<file path="config.mk">
export PLATFORM = sky130hd
export DESIGN_NAME = control_unit
export DESIGN_NICKNAME = d
export VERILOG_FILES = /design/src/rtl/control_unit.sv
export SDC_FILE = /design/constraint.sdc
export NUM_CORES = 1
export LEC_CHECK = 0
export CAP_MARGIN = 25
export CORE_MARGIN = 10
export CORE_UTILIZATION = 48
export CTS_BUF_LIST = sky130_fd_sc_hd__clkbuf_2
export DETAILED_ROUTE_END_ITERATION = 6
export PLACE_DENSITY = 0.85
export SLEW_MARGIN = 20
export SYNTH_ARGS = -nofsm -noshare
export SYNTH_HDL_FRONTEND = slang
export SYNTH_SLANG_ARGS = --single-unit
export TNS_END_PERCENT = 5
</file>
<file path="constraint.sdc">
create_clock -name clk -period 1.8 [get_ports clk]
set_input_delay 0.27 -clock clk [delete_from_list [all_inputs] [get_ports clk]]
set_output_delay 0.27 -clock clk [all_outputs]
set_load 0.05 [all_outputs]
</file>
<file path="src/rtl/control_unit.sv">
// Instruction sequencer: fetches 16-bit words over req/ack, decodes and issues one datapath cycle each.
// Optional CTRL_SINGLE_STEP_EN adds a step input gating each fetch.
module control_unit #(
    parameter int unsigned PC_WIDTH = 8,
    parameter int unsigned RESET_PC = 0
) (
    input  logic                clk,
    input  logic                rst,
`ifdef CTRL_SINGLE_STEP_EN
    input  logic                step,
`endif
    output logic [PC_WIDTH-1:0] imem_addr,
    output logic                imem_req,
    input  logic                imem_ack,
    input  logic [15:0]         imem_data,
    input  logic                alu_zero,
    input  logic                alu_carry,
    output logic                alu_en,
    output logic [3:0]          alu_opcode,
    output logic [7:0]          user_write_data,
    output logic [3:0]          write_addr,
    output logic [3:0]          ra_addr,
    output logic [3:0]          rb_addr,
    output logic                write_en,
    output logic                flag_z,
    output logic                flag_c,
    output logic [PC_WIDTH-1:0] pc,
    output logic                halted
);
    localparam int unsigned OP_W  = 4;
    localparam int unsigned IMM_W = 8;

    localparam logic [OP_W-1:0] OP_LDI  = 4'hC;
    localparam logic [OP_W-1:0] OP_JMP  = 4'hD;
    localparam logic [OP_W-1:0] OP_BZ   = 4'hE;
    localparam logic [OP_W-1:0] OP_HALT = 4'hF;

    typedef enum logic [1:0] {S_FETCH, S_EXEC, S_HALT} state_t;

    state_t              r_state;
    logic [OP_W-1:0]     r_op;
    logic [IMM_W-1:0]    r_imm;
    logic [PC_WIDTH-1:0] r_pc;
    logic                r_imem_req;
    logic                r_alu_en;
    logic [OP_W-1:0]     r_alu_opcode;
    logic [IMM_W-1:0]    r_user_write_data;
    logic [3:0]          r_write_addr;
    logic [3:0]          r_ra_addr;
    logic [3:0]          r_rb_addr;
    logic                r_write_en;
    logic                r_flag_z;
    logic                r_flag_c;
    logic                r_halted;

    logic                w_ack;
    logic                w_step_ok;
    logic [OP_W-1:0]     w_op;
    logic                w_is_alu;
    logic                w_is_ldi;

    assign w_ack    = (r_state == S_FETCH) && r_imem_req && imem_ack;
    assign w_op     = imem_data[15:12];
    assign w_is_alu = (w_op < OP_LDI);
    assign w_is_ldi = (w_op == OP_LDI);

`ifdef CTRL_SINGLE_STEP_EN
    logic r_step_pend;

    // Sticky step request, consumed by the fetch it releases
    always_ff @(posedge clk or negedge rst) begin
        if (!rst) begin
            r_step_pend <= 1'b0;
        end else if (w_ack) begin
            r_step_pend <= 1'b0;
        end else if (step) begin
            r_step_pend <= 1'b1;
        end
    end

    assign w_step_ok = r_step_pend | step;
`else
    assign w_step_ok = 1'b1;
`endif

    // Sequencer; decoded strobes are loaded on the fetch edge so they are valid for exactly the EXEC cycle
    always_ff @(posedge clk or negedge rst) begin
        if (!rst) begin
            r_state           <= S_FETCH;
            r_op              <= '0;
            r_imm             <= '0;
            r_pc              <= PC_WIDTH'(RESET_PC);
            r_imem_req        <= 1'b0;
            r_alu_en          <= 1'b0;
            r_alu_opcode      <= '0;
            r_user_write_data <= '0;
            r_write_addr      <= '0;
            r_ra_addr         <= '0;
            r_rb_addr         <= '0;
            r_write_en        <= 1'b0;
            r_flag_z          <= 1'b0;
            r_flag_c          <= 1'b0;
            r_halted          <= 1'b0;
        end else begin
            r_alu_en          <= 1'b0;
            r_alu_opcode      <= '0;
            r_user_write_data <= '0;
            r_write_addr      <= '0;
            r_ra_addr         <= '0;
            r_rb_addr         <= '0;
            r_write_en        <= 1'b0;
            case (r_state)
                S_FETCH: begin
                    if (w_ack) begin
                        r_op              <= w_op;
                        r_imm             <= imem_data[7:0];
                        r_pc              <= r_pc + PC_WIDTH'(1);
                        r_imem_req        <= 1'b0;
                        r_state           <= S_EXEC;
                        r_write_en        <= w_is_alu | w_is_ldi;
                        r_alu_en          <= w_is_alu;
                        r_alu_opcode      <= w_is_alu ? w_op : 4'h0;
                        r_write_addr      <= (w_is_alu | w_is_ldi) ? imem_data[11:8] : 4'h0;
                        r_ra_addr         <= w_is_alu ? imem_data[7:4] : 4'h0;
                        r_rb_addr         <= w_is_alu ? imem_data[3:0] : 4'h0;
                        r_user_write_data <= w_is_ldi ? imem_data[7:0] : 8'h00;
                    end else begin
                        r_imem_req <= w_step_ok;
                    end
                end
                S_EXEC: begin
                    if (r_op < OP_LDI) begin
                        r_flag_z <= alu_zero;
                        r_flag_c <= alu_carry;
                    end
                    if ((r_op == OP_JMP) || ((r_op == OP_BZ) && r_flag_z)) begin
                        r_pc <= PC_WIDTH'(r_imm);
                    end
                    if (r_op == OP_HALT) begin
                        r_state    <= S_HALT;
                        r_halted   <= 1'b1;
                        r_imem_req <= 1'b0;
                    end else begin
                        r_state    <= S_FETCH;
                        r_imem_req <= w_step_ok;
                    end
                end
                S_HALT: begin
                    r_imem_req <= 1'b0;
                    r_halted   <= 1'b1;
                end
                default: begin
                    r_state    <= S_FETCH;
                    r_imem_req <= 1'b0;
                end
            endcase
        end
    end

    assign imem_addr       = r_pc;
    assign pc              = r_pc;
    assign imem_req        = r_imem_req;
    assign alu_en          = r_alu_en;
    assign alu_opcode      = r_alu_opcode;
    assign user_write_data = r_user_write_data;
    assign write_addr      = r_write_addr;
    assign ra_addr         = r_ra_addr;
    assign rb_addr         = r_rb_addr;
    assign write_en        = r_write_en;
    assign flag_z          = r_flag_z;
    assign flag_c          = r_flag_c;
    assign halted          = r_halted;

endmodule
</file>
==> results_dict.tcl, run 1 <==
set metrics [dict create \
    required_ps 1530 \
    skew_ps 21.7 \
    num-fill-cells 363 \
    clock_sinks 52 \
    syn_area_mm2 0.00213 \
    ir_drop_mv 0.842 \
    power.leakage_nw 1.50 \
    synth_cells 197 \
    area_growth_syn_to_layout_pct 31.8 \
    postRouteWirelength_um 4980 \
    clockRootBuffer "clkbuf_2" \
    io_buffers 66 \
    crit_chain "dlygate4sd2_1" \
    cts_setup_buffers 0 \
    syn_avg_cell_area_um2 10.8 \
    gp_congestion 0.764 \
    core_area_mm2 0.00432 \
    dieArea_mm2 0.00751 \
    clk_pin_slew_ps 250 \
    async_flop_share_pct 100 \
    gr-total-overflow 0 \
    min_period_ps 1650 \
    antenna_found_initial 0 \
    pwr_density_cell_mw_per_mm2 1730 \
    wl_per_cell_um 15.8 \
    grt_max_degree 34 \
    rsz0062_at_grt "false" \
    setup_viol 0 \
    clockBufferDepth 2 \
    final-max-slew-violation-count 0 \
    r2r-end "imem_addr[2]" \
    place_area_mm2 0.00277 \
    grt_pass1_wl_um 8020 \
    hold_viol 0 \
    cp-startpoint "ra_addr[3]" \
    clk_latency_ps 440 \
    maxCapViolCount 0 \
    final_cells 315 \
    yosys_register_bits 52 \
    cts_tree "yes" \
    criticalPathCategory "reg -> out" \
    placed_cells 306 \
    layout_commonest_cell "dfrtp_1" \
    drt_pass1_iterations 4 \
    top_level_ports 67 \
    start_util_pct 49.3 \
    path_delay_family "buffers and inverters" \
    grt_usage_pct 13.4 \
    post-dp-hpwl_um 3750 \
    timing.rr.start "r_state[0]" \
    drt-initial-drc-count 109 \
    worst_slew_pin_slew_ps 516 \
    cts_max_level 2 \
    dieHeight_um 86.7 \
    ys_seq_area_share_pct 61.0 \
    power_mw 4.85 \
    ys_types 38 \
    critPathBufInv 1 \
    drive_gt1_share_pct 17.1 \
    maxSlewHeadroom_pct 65.8 \
    synth_nets 219 \
    slowest_stage "dlygate4sd2_1" \
    n_antenna_cell 0 \
    crit_fanout 1 \
    synth_ff_type "dfrtp_1" \
    endpoint_kind "output port" \
    cts_inserted_buffers 5 \
    fin_area_mm2 0.00281 \
    chipWidth_um 86.7 \
    reg2reg_depth 5 \
    ant_nets 0 \
    drc 0 \
    vias 1667 \
    hold_class "in -> async" \
    timing.hold.ws_ps 258 \
    mostFrequentLayoutCells "52 x dfrtp_1, 43 x nand2_1, 28 x buf_4" \
    status "finished, final reports clean" \
    nets 284 \
    worstPathArrival_ps 1380 \
    ff2ff_setup_slack_ps 200 \
    synth_edf_count 0 \
    grt_pass1_vias 1711 \
    rows 24 \
    fmax_mhz 605 \
    period_share_pct 91.8 \
    critPathLaunchType "register" \
    routed_via_density 5.29 \
    yosys_warnings 0 \
    critPathMaxStageDelay_ps 540 \
    setup_tns_ps 0 \
]
[state kept, by name, summed over array words and instances (netlist names), 2 cells and up]
| signal | flops |
|---|---|
| r_state | 2 |
| ra_addr | 4 |
| r_imm | 8 |
| user_write_data | 8 |
| write_addr | 4 |
| imem_addr | 8 |
| r_op | 4 |
| rb_addr | 4 |
| alu_opcode | 4 |
[cells in the mapped netlist (all sizes together), types with 3 or more instances]
cell type  instances  area share, %
o22ai              3           0.88
nand2b             4            1.5
clkbuf             5           0.88
and2              12            3.6
a31oi              3           0.88
o22a               3            1.2
dfrtp             52             61
nand3              4            1.2
o21ai              3           0.70
nor2               7            1.2
a21oi             10            2.3
buf               13            4.5
and3              12            3.5
nand2             43            7.6
[cell families after synthesis]
logic type / share of synthesized area [%]
AOI/OAI and AO/OA: 9.27
adders and majority gates: 0.586
DFF: 61.0
muxes: 1.52
and+or+nand+nor: 21.9
buffers and inverters: 5.75
[worst max-delay path by stage]
stage,endpoint,cells after the start
floorplan,imem_addr[5],6
global placement,imem_addr[5],5
detailed placement,imem_addr[2],5
CTS,ra_addr[3],1
global route,imem_addr[1],5
finish,ra_addr[3],1
[timing repair]
item	CTS	global route
resized for setup	26	0
hold buffers	1	0
endpoints found under the hold margin	19	0
setup endpoints to repair	26	0
[through the flow]
step / utilization (%) / setup slack [ps]
4_1_cts: 65.0 / 107
3_5_place_dp: 64.0 / 128
6_report: 65.0 / 148
3_3_place_gp: 64.0 / 155
2_1_floorplan: - / 88.6
5_1_grt: 65.0 / 21.8
[per-layer routing]
metal / vias to the layer above / part of all wire (%) / global-route usage [%]
met3: 10 / 7.0 / 4.69
met1: 809 / 40 / 14.8
li1: 789 / - / -
met5: - / 0 / 0
met2: 59 / 51 / 22.4
met4: 0 / 1.8 / 6.63
[final cells by class]
class                      instances  area [um^2]  area share, %
tap                               52         65.1           2.31
multi-input combinational        125          709           25.2
inverter                           2         7.51          0.267
sequential                        52         1300           46.3
clock buffer                       6         30.0           1.07
timing repair buffer              76          663           23.6
clock inverter                     2         35.0           1.25
[power breakdown]
part / internal (mW) / switching (mW) / leakage [nW]
Sequential: 1.50 / 0.293 / 0.667
Combinational: 0.798 / 1.66 / 0.791
Clock: 0.238 / 0.355 / 0.0430
Power figures use the tool's default switching activity.
==> inputs of run 2 (changes only) <==
CTS_CLUSTER_DIAMETER = 30   (was unset)
==> results of run 2 <==
Same layout as run 1: the final DEF is identical, and so are final timing and power.
